## config.mk

```make
export PLATFORM = sky130hd
export DESIGN_NAME = dm_arbiter_flat
export DESIGN_NICKNAME = d
export VERILOG_FILES = /design/src/rtl/cpu_pkg.sv /design/src/rtl/dm_arbiter_if.sv /design/src/rtl/dm_arbiter_arb_pick.sv /design/src/rtl/dm_arbiter.sv /design/src/flat_wrapper.sv
export SDC_FILE = /design/constraint.sdc
export NUM_CORES = 1
export LEC_CHECK = 0
export CAP_MARGIN = 20
export CELL_PAD_IN_SITES_DETAIL_PLACEMENT = 0
export CELL_PAD_IN_SITES_GLOBAL_PLACEMENT = 1
export CORE_UTILIZATION = 18
export CTS_BUF_LIST = sky130_fd_sc_hd__clkbuf_8
export DETAILED_ROUTE_END_ITERATION = 8
export GPL_ROUTABILITY_DRIVEN = 1
export MAX_ROUTING_LAYER = met4
export PLACE_DENSITY = 0.8
export SETUP_SLACK_MARGIN = 0.4
export SLEW_MARGIN = 20
export SYNTH_ARGS = -nofsm -noshare
export SYNTH_HDL_FRONTEND = slang
export SYNTH_SLANG_ARGS = --single-unit
```

## constraint.sdc

```tcl
create_clock -name clk -period 4 [get_ports clk]
set_clock_uncertainty 0.05 [all_clocks]
set_input_delay 0.8 -clock clk [delete_from_list [all_inputs] [get_ports clk]]
set_output_delay 0.8 -clock clk [all_outputs]
set_load 0.03 [all_outputs]
```

## src/rtl/cpu_pkg.sv

```systemverilog
// Purpose : shared types for the data-memory arbiter (owner encoding, default burst limit).
// Latency : n/a (types and constants only).
// Backpressure: n/a.
package cpu_pkg;

  // Which requester held the DM port in the previous cycle.
  typedef enum logic [1:0] {
    OWN_NONE = 2'd0,
    OWN_CPU  = 2'd1,
    OWN_DBG  = 2'd2
  } owner_e;

  // Default cap on back-to-back debug grants while the CPU is also asking.
  localparam int BURST_MAX_DEF = 4;

endpackage

```

## src/rtl/dm_arbiter_if.sv

```systemverilog
// Purpose : bundles the CPU, debug and shared data-memory signals of the arbiter.
// Latency : n/a (wiring only).
// Backpressure: cpu_stall holds the CPU; the debug side waits for dbg_ack.
// Ports   : slave = arbiter view, master = requesters + memory view.
interface dm_arbiter_if #(
  parameter int AW = 32
);
  // CPU side
  logic          cpu_req;
  logic          cpu_we;
  logic [AW-1:0] cpu_addr;
  logic [31:0]   cpu_wdata;
  logic [31:0]   cpu_rdata;
  logic          cpu_stall;
  // Debug side
  logic          dbg_req;
  logic          dbg_we;
  logic          dbg_lock;
  logic [AW-1:0] dbg_addr;
  logic [31:0]   dbg_wdata;
  logic [31:0]   dbg_rdata;
  logic          dbg_ack;
  // Shared data-memory port
  logic [AW-1:0] dm_addr;
  logic [31:0]   dm_wdata;
  logic          dm_MemRead;
  logic          dm_MemWrite;
  logic [31:0]   dm_rdata;

  modport slave (
    input  cpu_req, cpu_we, cpu_addr, cpu_wdata,
    output cpu_rdata, cpu_stall,
    input  dbg_req, dbg_we, dbg_lock, dbg_addr, dbg_wdata,
    output dbg_rdata, dbg_ack,
    output dm_addr, dm_wdata, dm_MemRead, dm_MemWrite,
    input  dm_rdata
  );

  modport master (
    output cpu_req, cpu_we, cpu_addr, cpu_wdata,
    input  cpu_rdata, cpu_stall,
    output dbg_req, dbg_we, dbg_lock, dbg_addr, dbg_wdata,
    input  dbg_rdata, dbg_ack,
    input  dm_addr, dm_wdata, dm_MemRead, dm_MemWrite,
    output dm_rdata
  );
endinterface

```

## src/rtl/dm_arbiter_arb_pick.sv

```systemverilog
// Purpose : combinational grant decision between CPU and debug for one DM port.
// Latency : 0 cycles (pure combinational).
// Backpressure: the loser of a contended cycle simply receives no grant.
// Ports   : cpu_req_i/dbg_req_i/dbg_lock_i requests, owner_i/bcnt_i registered state,
//           cpu_gnt_o/dbg_gnt_o one-hot-or-zero grants.
module arb_pick
  import cpu_pkg::*;
#(
  parameter int BURST_MAX = BURST_MAX_DEF,
  parameter int BW        = $clog2(BURST_MAX + 1)
) (
  input  logic          cpu_req_i,
  input  logic          dbg_req_i,
  input  logic          dbg_lock_i,
  input  owner_e        owner_i,
  input  logic [BW-1:0] bcnt_i,
  output logic          cpu_gnt_o,
  output logic          dbg_gnt_o
);

  localparam logic [BW-1:0] BMAX = BW'(BURST_MAX);

  always_comb begin
    cpu_gnt_o = 1'b0;
    dbg_gnt_o = 1'b0;
    if (cpu_req_i && dbg_req_i) begin
      unique case (owner_i)
        // A locked debug burst keeps the port until its budget is spent.
        OWN_DBG:  if (dbg_lock_i && (bcnt_i < BMAX)) dbg_gnt_o = 1'b1;
                  else                               cpu_gnt_o = 1'b1;
        OWN_CPU:  dbg_gnt_o = 1'b1;
        default:  cpu_gnt_o = 1'b1;
      endcase
    end else begin
      cpu_gnt_o = cpu_req_i;
      dbg_gnt_o = dbg_req_i;
    end
  end

endmodule

```

## src/rtl/dm_arbiter.sv

```systemverilog
// Purpose : shares one data-memory port between the CPU and a debug master.
// Latency : grant and DM drive in the request cycle; dbg_ack/dbg_rdata one cycle after grant.
// Backpressure: CPU held via cpu_stall; debug request re-arbitrated every cycle until acked.
// Ports   : clk, rst (async, active-high), bus = dm_arbiter_if.slave.
module dm_arbiter
  import cpu_pkg::*;
#(
  parameter int BURST_MAX = BURST_MAX_DEF,
  parameter int AW        = 32
) (
  input  logic         clk,
  input  logic         rst,
  dm_arbiter_if.slave  bus
);

  localparam int              BW   = $clog2(BURST_MAX + 1);
  localparam logic [BW-1:0]   BMAX = BW'(BURST_MAX);

  owner_e        owner_q, owner_d;
  logic [BW-1:0] bcnt_q, bcnt_d;
  logic          dbg_ack_q;
  logic [31:0]   dbg_rdata_q;

  // Requests are masked during reset so the DM port and stall stay quiet.
  logic cpu_req_v, dbg_req_v;
  logic cpu_gnt, dbg_gnt;

  assign cpu_req_v = bus.cpu_req & ~rst;
  assign dbg_req_v = bus.dbg_req & ~rst;

  arb_pick #(
    .BURST_MAX (BURST_MAX),
    .BW        (BW)
  ) u_pick (
    .cpu_req_i  (cpu_req_v),
    .dbg_req_i  (dbg_req_v),
    .dbg_lock_i (bus.dbg_lock),
    .owner_i    (owner_q),
    .bcnt_i     (bcnt_q),
    .cpu_gnt_o  (cpu_gnt),
    .dbg_gnt_o  (dbg_gnt)
  );

  // State register
  always_ff @(posedge clk or posedge rst) begin
    if (rst) begin
      owner_q     <= OWN_NONE;
      bcnt_q      <= '0;
      dbg_ack_q   <= 1'b0;
      dbg_rdata_q <= '0;
    end else begin
      owner_q   <= owner_d;
      bcnt_q    <= bcnt_d;
      dbg_ack_q <= dbg_gnt;
      if (dbg_gnt && !bus.dbg_we) dbg_rdata_q <= bus.dm_rdata;
    end
  end

  // Next-state: the burst counter only advances while the CPU is being held off.
  always_comb begin
    owner_d = OWN_NONE;
    bcnt_d  = '0;
    if (cpu_gnt) begin
      owner_d = OWN_CPU;
    end else if (dbg_gnt) begin
      owner_d = OWN_DBG;
      if (cpu_req_v) bcnt_d = (bcnt_q == BMAX) ? bcnt_q : bcnt_q + BW'(1);
    end
  end

  // Outputs: DM port follows the granted requester, otherwise all zero.
  always_comb begin
    bus.dm_addr     = {AW{1'b0}};
    bus.dm_wdata    = '0;
    bus.dm_MemRead  = 1'b0;
    bus.dm_MemWrite = 1'b0;
    bus.cpu_rdata   = '0;
    if (cpu_gnt) begin
      bus.dm_addr     = bus.cpu_addr;
      bus.dm_wdata    = bus.cpu_wdata;
      bus.dm_MemRead  = ~bus.cpu_we;
      bus.dm_MemWrite = bus.cpu_we;
      bus.cpu_rdata   = bus.dm_rdata;
    end else if (dbg_gnt) begin
      bus.dm_addr     = bus.dbg_addr;
      bus.dm_wdata    = bus.dbg_wdata;
      bus.dm_MemRead  = ~bus.dbg_we;
      bus.dm_MemWrite = bus.dbg_we;
    end
    bus.cpu_stall = cpu_req_v & ~cpu_gnt;
    bus.dbg_ack   = dbg_ack_q;
    bus.dbg_rdata = dbg_rdata_q;
  end

endmodule

```

## src/flat_wrapper.sv

```systemverilog
// flat-port wrapper written by rule: the top's interface ports become plain ports
module dm_arbiter_flat import cpu_pkg::*;
#(
  parameter int BURST_MAX = BURST_MAX_DEF,
  parameter int AW        = 32
)
  (clk, rst, bus_cpu_req, bus_cpu_we, bus_cpu_addr, bus_cpu_wdata, bus_cpu_rdata, bus_cpu_stall, bus_dbg_req, bus_dbg_we, bus_dbg_lock, bus_dbg_addr, bus_dbg_wdata, bus_dbg_rdata, bus_dbg_ack, bus_dm_addr, bus_dm_wdata, bus_dm_MemRead, bus_dm_MemWrite, bus_dm_rdata);
  dm_arbiter_if #(.AW(AW)) bus_i ();
  input  logic clk;
  input  logic rst;
  input wire logic [$bits(bus_i.cpu_req)-1:0] bus_cpu_req;
  input wire logic [$bits(bus_i.cpu_we)-1:0] bus_cpu_we;
  input wire logic [$bits(bus_i.cpu_addr)-1:0] bus_cpu_addr;
  input wire logic [$bits(bus_i.cpu_wdata)-1:0] bus_cpu_wdata;
  output wire logic [$bits(bus_i.cpu_rdata)-1:0] bus_cpu_rdata;
  output wire logic [$bits(bus_i.cpu_stall)-1:0] bus_cpu_stall;
  input wire logic [$bits(bus_i.dbg_req)-1:0] bus_dbg_req;
  input wire logic [$bits(bus_i.dbg_we)-1:0] bus_dbg_we;
  input wire logic [$bits(bus_i.dbg_lock)-1:0] bus_dbg_lock;
  input wire logic [$bits(bus_i.dbg_addr)-1:0] bus_dbg_addr;
  input wire logic [$bits(bus_i.dbg_wdata)-1:0] bus_dbg_wdata;
  output wire logic [$bits(bus_i.dbg_rdata)-1:0] bus_dbg_rdata;
  output wire logic [$bits(bus_i.dbg_ack)-1:0] bus_dbg_ack;
  output wire logic [$bits(bus_i.dm_addr)-1:0] bus_dm_addr;
  output wire logic [$bits(bus_i.dm_wdata)-1:0] bus_dm_wdata;
  output wire logic [$bits(bus_i.dm_MemRead)-1:0] bus_dm_MemRead;
  output wire logic [$bits(bus_i.dm_MemWrite)-1:0] bus_dm_MemWrite;
  input wire logic [$bits(bus_i.dm_rdata)-1:0] bus_dm_rdata;
  assign bus_i.cpu_req = bus_cpu_req;
  assign bus_i.cpu_we = bus_cpu_we;
  assign bus_i.cpu_addr = bus_cpu_addr;
  assign bus_i.cpu_wdata = bus_cpu_wdata;
  assign bus_cpu_rdata = bus_i.cpu_rdata;
  assign bus_cpu_stall = bus_i.cpu_stall;
  assign bus_i.dbg_req = bus_dbg_req;
  assign bus_i.dbg_we = bus_dbg_we;
  assign bus_i.dbg_lock = bus_dbg_lock;
  assign bus_i.dbg_addr = bus_dbg_addr;
  assign bus_i.dbg_wdata = bus_dbg_wdata;
  assign bus_dbg_rdata = bus_i.dbg_rdata;
  assign bus_dbg_ack = bus_i.dbg_ack;
  assign bus_dm_addr = bus_i.dm_addr;
  assign bus_dm_wdata = bus_i.dm_wdata;
  assign bus_dm_MemRead = bus_i.dm_MemRead;
  assign bus_dm_MemWrite = bus_i.dm_MemWrite;
  assign bus_i.dm_rdata = bus_dm_rdata;
  dm_arbiter #(.BURST_MAX(BURST_MAX), .AW(AW)) u_core (.clk(clk), .rst(rst), .bus(bus_i));
endmodule
```

==> tab_implementation.tex <==
\begin{tabular}{lr}
\hline
Metric & Value \\
\hline
\multicolumn{2}{l}{\textbf{Worst setup path}} \\
\quad Worst setup path class & in2out \\
\quad Reg-to-reg critical path startpoint & u\_core.owner\_q[0]\$\_DFF\_PP0\_ \\
\quad Reg2Reg Capture Point & u\_core.bus.dbg\_rdata[26]\$\_DFFE\_PP0P\_ \\
\quad Category of the worst setup path capture point & output pin \\
\quad CP endpoint & bus\_dm\_addr[0] \\
\quad Crit path required time & around 3200 ps \\
\quad Worst-path fanout max & 33 \\
\quad Worst R2R Setup Slack & approximately 1700 ps \\
\quad Launch point of the worst path & rst \\
\quad Setup crit start kind & input port \\
\quad Worst R2R Path Depth & 6 \\
\quad Arrival time reported for the critical path endpoint & between 2000 and 3000 ps \\
\multicolumn{2}{l}{\textbf{Synth}} \\
\quad Instance count of the mapped netlist & between 200 and 250 \\
\quad Area share of and/or/nand/nor cells after synthesis & 0.1232 \\
\quad Number of unique standard cell types used by synthesis & 29 \\
\quad Post-Syn Nets & approximately 400 \\
\quad Main combinational cell family by area after synthesis & compound AO/OA/AOI/OAI gates \\
\quad Cell Area, Synth & between 2000 and 3000 sq um \\
\quad Sequential-to-total area share from yosys stat & 0.3775 \\
\quad Xor and xnor fraction of the mapped netlist area & 0.003477 \\
\quad Flops \& latches, synth & 38 \\
\quad Arithmetic-cell share of the synthesized area counting full adders, half adders and majority gates & 0.01987 \\
\quad Mean Syn Cell Area & about 11 sq um \\
\quad Mux cell area share after synthesis & 0.1470 \\
\quad Complex-gate fraction of the synthesized area & 0.2603 \\
\quad Number of warnings reported in the yosys synthesis log & 0 \\
\multicolumn{2}{l}{\textbf{STA}} \\
\quad Final-report setup violation count & 0 \\
\quad Least setup slack across all paths after layout & 473.7 ps \\
\quad Number of hold violations in the final report & 0 \\
\quad Slew at the pin with the worst max-slew slack & between 400 and 500 ps \\
\quad Total Negative Setup Slacks & 0 ps \\
\quad Final Cycle Share & 0.8816 \\
\quad Remaining max-slew budget at the tightest pin & 0.6673 \\
\quad Max-slew violation count & 0 \\
\quad Unrepaired setup endpoints after global routing & no \\
\quad Peak Freq & 0.2836 GHz \\
\quad Final worst path period need & roughly 3500 ps \\
\multicolumn{2}{l}{\textbf{Floorplan}} \\
\quad Cell Rows & 42 \\
\quad Count of pins on the block boundary & roughly 300 \\
\quad Effective utilization at floorplan & 0.1872 \\
\quad Core footprint & 13450 sq um \\
\quad Height of the die & 120.3 um \\
\quad Die Span X & 120.3 um \\
\quad Die Outline Area & around 14000 sq um \\
\multicolumn{2}{l}{\textbf{Power and ir drop}} \\
\quad Switching part of the total power & 0.3705 \\
\quad Combinational group share of total power & 0.527 \\
\quad Power density normalized to cell area & around 310 nW/um\^{}2 \\
\quad IR Drop Worst-Case VDD & 0.0002039 V \\
\quad Clk network pwr share & 0.187 \\
\quad Leak pwr & approximately 2.5 nW \\
\quad Fraction of power consumed by sequential logic & 0.286 \\
\quad Sw Pwr & roughly 0.65 mW \\
\quad Cell internal pwr & roughly 1.1 mW \\
\multicolumn{2}{l}{\textbf{Place}} \\
\quad Buffers on Ports & 298 \\
\quad Placed insts & 683 \\
\quad Post-detail-place hpwl & 10.21 mm \\
\quad Placement-stage worst setup slack & between 400 and 500 ps \\
\quad Routability congestion estimate from global placement & approximately 0.91 \\
\multicolumn{2}{l}{\textbf{GRT}} \\
\quad Largest net degree at the start of global routing & between 60 and 70 \\
\quad Wire length of the first global-routing pass & 18.69 mm \\
\quad Total routing resource utilization after global routing & 0.1721 \\
\quad Residual overflow from global routing & 0 \\
\quad Number of antenna violations at the first check in global routing & 1 \\
\quad Vias in the first global route & between 3000 and 4000 \\
\multicolumn{2}{l}{\textbf{Finish}} \\
\quad Nets@finish & about 690 \\
\quad Final std cells w/o fill & a little under 700 \\
\quad Area used by multi-input combinational logic & roughly 1400 sq um \\
\quad Area occupied by registers & 950.9 sq um \\
\quad Area delta synth->final & 128.0\% \\
\quad Fraction of final layout cells with drive strength greater than 1 & 0.2364 \\
\quad Fillers & 1295 \\
\multicolumn{2}{l}{\textbf{Status}} \\
\quad Outcome & finished, final reports clean \\
\multicolumn{2}{l}{\textbf{Detailed routing}} \\
\quad Via density per instance & roughly 4.4 \\
\quad Wire length per cell & between 15 and 20 um \\
\quad WL met1 & 5.476 mm \\
\quad Remaining antenna violation count after routing & 0 \\
\quad Initial detailed-routing violation count & just under 200 \\
\quad Routed vias & $\sim$3000 \\
\quad Uppermost metal layer occupied by signal nets & met4 \\
\quad Number of iterations in the first detailed-routing pass & 6 \\
\quad Met3 Routed Length & about 1.2 mm \\
\quad Final wirelength & 13.08 mm \\
\quad Remaining design rule violation count & 0 \\
\quad Met2 Wirelength & about 6.3 mm \\
\multicolumn{2}{l}{\textbf{Clock tree}} \\
\quad Source-to-sink clock delay at the later pin of the worst-skew pair & 280 ps \\
\quad Number of buffers between clock root and the deepest sink & 2 \\
\quad Root buffer selected by CTS & clkbuf\_8 \\
\quad TritonCTS clock tree & done \\
\quad Post-CTS setup-driven buffer insertion count & 0 \\
\quad Count of clock tree sinks & 38 \\
\quad Number of buffers added to fix hold violations after cts & 0 \\
\quad Clock-pin slew of the registers on the worst-case setup and hold paths & 80 ps \\
\quad CTS buffer count & 5 \\
\quad H-tree depth & 2 \\
\multicolumn{2}{l}{\textbf{Run}} \\
\quad Number of maximum-capacitance constraint violations & 0 \\
\multicolumn{2}{l}{\textbf{Hold path}} \\
\quad Classification of the worst-slack hold path & reg2reg \\
\hline
\end{tabular}
==> repair_timing <==
action	CTS	global route
setup endpoints to repair	0	26
gates resized for setup	0	2
endpoints found under the hold margin	0	0
==> state kept, by name (all words and copies together), names as in the netlist <==
name                  cells
u_core.owner_q            2
u_core.bcnt_q             3
u_core.bus.dbg_rdata     32
u_core.bus.dbg_ack        1
==> power by group through the flow <==
| stage | Sequential (mW) | Combinational, mW | Clock [mW] |
|---|---|---|---|
| global route | 0.512 | 0.965 | 0.361 |
| finish | 0.501 | 0.924 | 0.328 |
| floorplan | 0.662 | 0.272 | 0 |
| detailed placement | 0.508 | 0.922 | 0 |
| global placement | 0.502 | 0.918 | 0 |
| CTS | 0.502 | 0.928 | 0.347 |
==> layout make-up <==
type,instances,area share
inverters,8,0.005882
well taps,176,0.03834
repair buffers,304,0.5253
clock inverters,3,0.007843
diodes,1,0.0004357
flip-flops and latches,38,0.1656
clock buffers,5,0.01198
multi-input cells,158,0.2447
==> cells in the mapped netlist <==
cell type / instances / share of area
buf_4: 2 / 0.0060
nand2_1: 3 / 0.0045
a31o_2: 1 / 0.0035
mux2_1: 29 / 0.13
a311oi_4: 1 / 0.010
a32oi_1: 1 / 0.0035
mux2_2: 3 / 0.013
dfrtp_1: 38 / 0.38
nor3_1: 2 / 0.0040
buf_2: 6 / 0.012
a21oi_1: 2 / 0.0040
a21oi_2: 1 / 0.0035
xor2_1: 1 / 0.0035
ha_1: 4 / 0.020
nand3b_1: 1 / 0.0030
nand4bb_4: 1 / 0.011
nor3b_1: 1 / 0.0030
or4_1: 1 / 0.0030
mux2i_1: 1 / 0.0040
a211oi_1: 1 / 0.0030
nand2b_1: 3 / 0.0075
nor2_1: 1 / 0.0015
a21oi_4: 1 / 0.0065
clkbuf_1: 5 / 0.0075
buf_6: 7 / 0.031
a22o_1: 65 / 0.23
and4b_1: 1 / 0.0040
and2_1: 33 / 0.082
inv_1: 8 / 0.012
==> per-layer routing <==
layer	vias to the layer above	track usage
met2	172	0.2895
met4	0	0.02932
met1	1426	0.2106
li1	1424	-
met3	8	0.04292
met5	-	-
==> cell usage in the layout (no fill, tap or decap), types with 2 or more instances in the layout <==
master and instances:
buf_4 85, nor3_1 2, clkinvlp_4 3, ha_1 4, inv_1 7, nand2_1 3
clkbuf_8 5, mux2_2 3, a22o_1 65, dfrtp_1 38, clkdlybuf4s50_1 200, nand2b_1 2
buf_12 17, mux2_1 29, a21oi_4 2, a21oi_1 2, and2_1 33
==> per-stage QoR <==
step	utilization	area (sq um)	power (mW)	hold slack, ps
2_1_floorplan	-	2522	0.9334	483.4
3_3_place_gp	0.4159	5595	1.421	415.9
3_5_place_dp	0.4159	5595	1.430	426.0
4_1_cts	0.4244	5709	1.777	445.6
5_1_grt	0.4269	5743	1.838	464.4
6_report	0.4269	5743	1.753	440.8
==> worst max-delay path: stages <==
cell             delay (ps)
clkdlybuf4s50_1         470
nand2b_2                260
a31o_2                  290
a21oi_4                 230
buf_12                  240
a22o_1                  240
buf_12                  140
==> logic make-up after synthesis <==
logic type | count (synthesis)
AO/OA/AOI/OAI | 73
AND/OR/NAND/NOR | 47
flip-flops | 38
multiplexers | 33
buffers and inverters | 28
adder cells (fa/ha/maj) | 4
XOR/XNOR | 1
==> worst min path at each step <==
stage / cells past startpoint / to / slack [ps] / start
finish: 1 / u_core.bus.dbg_rdata[17]$_DFFE_PP0P_ / 440 / u_core.bus.dbg_rdata[17]$_DFFE_PP0P_
global route: 1 / u_core.bus.dbg_rdata[13]$_DFFE_PP0P_ / 460 / u_core.bus.dbg_rdata[13]$_DFFE_PP0P_
CTS: 1 / u_core.bus.dbg_rdata[27]$_DFFE_PP0P_ / 450 / u_core.bus.dbg_rdata[27]$_DFFE_PP0P_
detailed placement: 1 / u_core.bus.dbg_rdata[17]$_DFFE_PP0P_ / 430 / u_core.bus.dbg_rdata[17]$_DFFE_PP0P_
global placement: 1 / u_core.bus.dbg_rdata[6]$_DFFE_PP0P_ / 420 / u_core.bus.dbg_rdata[6]$_DFFE_PP0P_
floorplan: 2 / u_core.bcnt_q[0]$_DFFE_PP0P_ / 480 / u_core.bcnt_q[0]$_DFFE_PP0P_
No activity file was read; power rests on OpenSTA's default activity.
